<file path="config.mk">
export PLATFORM = sky130hd
export DESIGN_NAME = regfile_mp
export DESIGN_NICKNAME = d
export VERILOG_FILES = /design/src/rtl/regfile_mp.sv
export SDC_FILE = /design/constraint.sdc
export NUM_CORES = 2
export LEC_CHECK = 0
export CAP_MARGIN = 20
export CELL_PAD_IN_SITES_DETAIL_PLACEMENT = 1
export CELL_PAD_IN_SITES_GLOBAL_PLACEMENT = 1
export CORE_MARGIN = 4
export CORE_UTILIZATION = 45
export CTS_CLUSTER_SIZE = 24
export DETAILED_ROUTE_END_ITERATION = 8
export DONT_BUFFER_PORTS = 1
export GPL_ROUTABILITY_DRIVEN = 0
export PLACE_DENSITY_LB_ADDON = 0.1
export SYNTH_ARGS = -nofsm -noshare
export SYNTH_HDL_FRONTEND = slang
export SYNTH_SLANG_ARGS = --single-unit
</file>
<file path="constraint.sdc">
create_clock -name clk -period 2.9 [get_ports clk]
set_input_delay 0.29 -clock clk [delete_from_list [all_inputs] [get_ports clk]]
set_output_delay 0.29 -clock clk [all_outputs]
set_load 0.01 [all_outputs]
</file>
<file path="src/rtl/regfile_mp.sv">
// Multi-port register file: two registered read ports, one write port, optional
// write-to-read bypass, optional hardwired-zero entry 0 and a one-entry-per-cycle clear sweep.
module regfile_mp #(
   parameter int DATA_W   = 32,
   parameter int ADDR_W   = 5,
   parameter bit ZERO_REG = 1'b1,
   parameter bit BYPASS   = 1'b1
) (
   input  logic              clk,
   input  logic              reset,
   input  logic              enable,
   input  logic              rd_en,
   input  logic [ADDR_W-1:0] rd1_addr,
   input  logic [ADDR_W-1:0] rd2_addr,
   output logic [DATA_W-1:0] rd1_data,
   output logic [DATA_W-1:0] rd2_data,
   output logic              rd_valid,
   input  logic              wr_en,
   input  logic [ADDR_W-1:0] wr_addr,
   input  logic [DATA_W-1:0] wr_data,
   input  logic              clr_req,
   output logic              busy,
   output logic              state_dbg
);

   localparam int DEPTH = 2 ** ADDR_W;
   localparam logic [ADDR_W-1:0] LAST_IDX = {ADDR_W{1'b1}};

   typedef enum logic {
      IDLE  = 1'b0,
      SWEEP = 1'b1
   } state_t;

   state_t              state;
   logic [ADDR_W-1:0]   idx;
   logic [DATA_W-1:0]   mem [DEPTH];
   logic [DATA_W-1:0]   rd1_next;
   logic [DATA_W-1:0]   rd2_next;
   logic                wr_allowed;

   // Handshake: there is no back-pressure. In IDLE with enable=1 and clr_req=0 every
   // rd_en/wr_en is accepted on that edge; an accepted read raises rd_valid for the
   // following cycle with the data on rd1_data/rd2_data, which hold until the next read.
   assign state_dbg = (state == SWEEP);

   // Each port resolves independently: array, then same-edge bypass, then zero entry.
   always_comb begin
      rd1_next = mem[rd1_addr];
      if (BYPASS && wr_en && (wr_addr == rd1_addr)) begin
         rd1_next = wr_data;
      end
      if (ZERO_REG && (rd1_addr == '0)) begin
         rd1_next = '0;
      end
   end

   always_comb begin
      rd2_next = mem[rd2_addr];
      if (BYPASS && wr_en && (wr_addr == rd2_addr)) begin
         rd2_next = wr_data;
      end
      if (ZERO_REG && (rd2_addr == '0)) begin
         rd2_next = '0;
      end
   end

   assign wr_allowed = wr_en && !(ZERO_REG && (wr_addr == '0));

   always_ff @(posedge clk or negedge reset) begin
      if (!reset) begin
         state    <= IDLE;
         idx      <= '0;
         busy     <= 1'b0;
         rd_valid <= 1'b0;
         rd1_data <= '0;
         rd2_data <= '0;
         for (int i = 0; i < DEPTH; i++) begin
            mem[i] <= '0;
         end
      end else if (enable) begin
         case (state)
            IDLE: begin
               if (clr_req) begin
                  state    <= SWEEP;
                  busy     <= 1'b1;
                  idx      <= '0;
                  rd_valid <= 1'b0;
               end else begin
                  if (wr_allowed) begin
                     mem[wr_addr] <= wr_data;
                  end
                  rd_valid <= rd_en;
                  if (rd_en) begin
                     rd1_data <= rd1_next;
                     rd2_data <= rd2_next;
                  end
               end
            end
            SWEEP: begin
               mem[idx] <= '0;
               rd_valid <= 1'b0;
               // Explicit wrap back to 0 on the last entry.
               if (idx == LAST_IDX) begin
                  state <= IDLE;
                  busy  <= 1'b0;
                  idx   <= '0;
               end else begin
                  idx <= idx + ADDR_W'(1);
               end
            end
            default: begin
               state    <= IDLE;
               busy     <= 1'b0;
               idx      <= '0;
               rd_valid <= 1'b0;
            end
         endcase
      end
   end

endmodule

</file>
**Word level (Yosys, flattened, before mapping)**

Cells that the tools add are included.

- Flip-flop bits (word level): 1096
- Memories kept: 0
- Bits in latches: 0
- Input port bits: 53
- Memory bits (read-only): 0
- Memory bits (writable): 0

- Order comparisons: 6
- Add/subtract/negate cells: 1
- Reduce and logical (&&, ||, !) cells: 13
- Equality and inequality tests: 7
- Multipliers: 0
- Shift operators: 0
- Bitwise operators: 8
- Div/mod/pow operators: 0
- Multiplexer cells: 29

Operator list:

| kind | count |
|---|---|
| $mux W1024 | 2 |
| $pmux W1024 S2 | 1 |
| $and A1024 B1024 Y1024 | 1 |
| $bwmux W1024 | 1 |
| $not A1024 Y1024 | 1 |
| $bmux W32 S5 | 2 |
| $demux W32 S5 | 2 |
| $mux W32 | 10 |
| $ge A6 B6 Y1 const B | 4 |
| $not A5 Y6 | 4 |
| $logic_not A5 Y1 | 3 |
| $lt A6 B1 Y1 const B | 2 |
| $eq A5 B5 Y1 | 2 |
| $mux W5 | 2 |
| $pmux W5 S2 | 1 |
| $ne A2 B2 Y1 const B | 3 |
| $pmux W1 S2 | 3 |
| $reduce_and A3 Y1 | 2 |
| $add A5 B1 Y5 const B | 1 |
| $eq A5 B5 Y1 const B | 1 |
| $logic_and A1 B1 Y1 | 5 |
| $mux W1 | 5 |
| $reduce_and A4 Y1 | 1 |
| $ne A2 B1 Y1 const B | 1 |
| 3 further kinds | 4 |

**Logic depth before layout (Yosys ltp)**

- Depth in word-level cells: 9
- Mapped depth: 9

**Worst setup path after synthesis**

No wires, ideal clock.

- Path kind: reg-to-reg
- From: register state, in the netlist state_dbg
- To: register mem[865] (netlist bit)
- Slack: 0.856 ns
- Data required time: 2.779 ns
- Arrival time: 1.923 ns
- Path buffers: 2
- Cell stages (with the launch flop): 8
- Path through: dfrtp_1 > and4bb_1 > or3b_1 > buf_4 > nor2_4 > a21oi_1 > clkbuf_1 > a22o_1

- Cells in the longest elaborated chain, start to end: 3
- Elaborated cells between the ends (all ways): 5
- Those cells by class: 2 x eq/ne; 1 x mux; 1 x bitwise; 1 x reduce/logical

Ends and longest elaborated chain:

| item | line | text |
|---|---|---|
| start: declaration | 34 | `state_t state;` |
| start signal: assignment | 71 | `state <= IDLE;` |
| start signal: assignment | 84 | `state <= SWEEP;` |
| start signal: assignment | 104 | `state <= IDLE;` |
| $not A1 Y1 (no line) | n/a |  |
| $ne A2 B2 Y1 (no line) | n/a |  |
| $reduce_and A3 Y1 (no line) | n/a |  |
| end signal: indexed assignment | 90 | `mem[wr_addr] <= wr_data;` |
| end: declaration | 36 | `logic [DATA_W-1:0] mem [DEPTH];` |

Several ways; a longest one is shown, not always the timed one.
A chain may end at the register's enable or synchronous reset.

**Worst setup path after layout**

- From: register state, in the netlist state_dbg
- To: register mem[132] (netlist bit)

The elaborated chain is that of the path after synthesis.

==> reports/metrics.yaml <==
crit_type: "reg -> reg"
synth.avg_cell_area_um2: 12.9
hold_depth: 4
ys.flop_type: "dfrtp_1"
core-area_um2: 124000
grt_overflow: 0
synth_top_family_by_area: "compound AO/OA/AOI/OAI gates"
synthMuxAreaShare_pct: 19.8
rsz0062_at_grt: "false"
firstDrtPassIters: 6
slowest_stage: "buf_4"
synthDistinctLibCells: 43
grt_pass1_vias: 45300
post-route-min-period_ns: 2.80
max-slew-margin-rel_pct: -2.45
timing.fmax_ghz: 0.357
worstMarginPinSlew_ns: 1.54
cp.arrival_ns: 3.51
vias_per_cell: 7.45
status: "finished, violations left"
drc_errors: 0
vdd.ir_drop.worst_v: 0.000661
critPathMaxStageDelay_ns: 0.57
async_flop_share_pct: 100
hp-start: "rd1_addr[1]"
cts_root_buf: "clkbuf_16"
layout_commonest_cell: "dfrtp_1"
synth_fa_ha_area_share_pct: 0.111
io_buffers: 0
crit_fanout: 32
final_core_util_pct: 51.4
row_count: 129
maxCapViolCount: 0
htree_levels: 4
synth_area_leaders: "dfrtp_1, a22o_1, mux4_2"
cts_sinks: 1096
slew_violations: 58
final_cell_mix: "dfrtp_1, a22o_1, mux4_2"
cp_num_buf_inv: 2
yosysWarningCount: 0
path_delay_family: "buffers and inverters"
hpwl_mm: 129
powerDensity_nw_per_um2: 619
hold_path_end: "rd1_data[26]$_DFFE_PN0P_"
setup.worst_path.end_class: "flop"
synth_compound_area_share_pct: 24.2
grt_pass1_wl_mm: 340
nNetsFinal: 4279
r2r_cells: 6
wire_per_inst_um: 39.1
finalSetupTns_ns: 0
synth-xor-area-share_pct: 0.155
seq_area_frac_synth_pct: 48.5
synth-edff-count: 0
reg2reg_slack_ns: 0.10
cp.required_ns: 3.61
cts_buffer_depth: 3
n_antenna_cell: 0
worstSkewPairLatency_ns: 0.78
synth.largest_area_cell: "dfrtp_1"
clkTransAtPathRegs_ns: 0.06
syn-cell-area_um2: 56500
critPathLaunchType: "flop"
cts_buffers: 130
worst_clock_skew_ns: 0.0210
r2r_end: "mem[132]$_DFFE_PN0P_"
vias: 44300
drive_gt1_share_pct: 20.2
r2r-start: "state_dbg$_DFFE_PN0P_"
pin_count: 120
holdWs_ns: 0.0359
violations: "slew limit"
grt_start_max_net_pins: 1097
areaGrowthSynthToFinish_pct: 13.1
drt_iter0_markers: 5123
path_depth: 6
cts_tree: "built"
netlist.area_leader.share_pct: 48.5
report.final.setup_viol: 0
hold_violations: 0
fp.dieH_um: 362
p_leak_uw: 0.0277
timing.hold.worst.class: "in -> reg"
antenna_found_initial: 7
initial_utilization_pct: 45.5
wl_mm: 233
synthesis.nets: 4449
postSynthCellCount: 4391
ant_nets: 0
die_area_um2: 131000
path_cells: "and4bb_1 -> nand3_1 -> nor2_4 -> buf_4 -> a22o_1 -> dlygate4sd3_1"
yosys_register_bits: 1096
fp.dieW_um: 362
fin_crit_sh_pct: 96.5
grt_use_total_pct: 35.3
synthSimpleGateAreaFrac_pct: 3.03
==> where the power goes <==
group          switching, uW  leakage, uW  internal [uW]
registers               1510       0.0152          16400
clock network           6830      0.00207           9580
logic                   2900       0.0105           2320
total                  11200       0.0277          28300
==> worst register-to-register path: cells and delay by family (launching register included) <==
kind,cells,cell delay (ns)
buffers and inverters,2,1.12
AND/OR/NAND/NOR,3,0.98
flip-flops,1,0.39
AO/OA/AOI/OAI,1,0.26
==> kinds of logic (layout without fill, tap and decap cells) <==
logic type | count (synthesis) | in the layout
compound gates | 1682 | 1682
buf+inv | 577 | 499
flops | 1096 | 1096
simple gates | 380 | 380
xor+xnor | 10 | 10
mux | 641 | 641
fa+ha+maj | 5 | 5
==> per-layer routing <==
layer	GRT usage, %	up-vias	routed length [um]
met3	9.19	478	24300
met2	51.6	2529	102000
met5	0	-	27
li1	-	17200	-
met1	50.9	24000	97600
met4	12.8	4	8660
==> worst max-delay path by stage <==
stage                                startpoint                 endpoint  slack, ns
after CTS                 state_dbg$_DFFE_PN0P_     mem[224]$_DFFE_PN0P_       0.05
after floorplan           state_dbg$_DFFE_PN0P_     mem[865]$_DFFE_PN0P_       0.86
after detailed placement            rd2_addr[0]  rd2_data[2]$_DFFE_PN0P_       0.30
after global placement              rd2_addr[0]  rd2_data[2]$_DFFE_PN0P_       0.30
final                     state_dbg$_DFFE_PN0P_     mem[132]$_DFFE_PN0P_       0.10
after global routing      state_dbg$_DFFE_PN0P_     mem[132]$_DFFE_PN0P_       0.06
==> what timing repair did <==
item | 4_1_cts | 5_1_grt
setup endpoints to repair | 0 | 2
buffers inserted | 0 | 2
hold endpoints to repair | 2160 | 741
hold buffers | 91 | 2
resized for setup | 0 | 1
==> flip-flops by register name, summed over array words and instances (netlist names) <==
signal / cells
mem: 1024
rd1_data: 32
rd2_data: 32
idx: 5
busy: 1
rd_valid: 1
state_dbg: 1
==> cell type report <==
type / count / area [um^2]
timing repair buffer: 267 / 2880
multi-input combinational: 2718 / 27400
fill: 12100 / 60300
sequential: 1096 / 27400
inverter: 8 / 40.0
clock buffer: 192 / 3880
clock inverter: 32 / 275
tap: 1637 / 2050
==> Yosys cell counts, types with 4 or more instances <==
master / count
o2111ai_1: 64
xnor2_1: 10
o21ai_0: 136
clkbuf_1: 402
o21a_1: 64
nor2_1: 27
ha_1: 5
nor3_1: 4
buf_4: 12
nor3b_1: 4
a221oi_1: 128
nor2_4: 7
a21oi_1: 33
a21o_1: 64
o211ai_1: 66
and2_1: 36
dfrtp_1: 1096
buf_2: 109
mux2i_1: 257
buf_1: 46
nand2_1: 267
a22o_1: 992
inv_1: 6
nand3b_1: 5
and3_1: 7
nand3_1: 5
mux4_2: 384
a22oi_1: 128
==> per-stage QoR <==
step / instance area [um^2] / worst slack [ns] / std cells / power [uW]
after global placement: 58300 / 0.301 / 5625 / 22200
final: 63900 / 0.101 / 5950 / 39600
after detailed placement: 58300 / 0.305 / 5625 / 22300
after global routing: 63900 / 0.0610 / 5950 / 40800
after CTS: 63700 / 0.0466 / 5940 / 39300
after floorplan: 56500 / 0.856 / 4391 / 20800
Note: power is estimated with default switching activity, not from simulation.
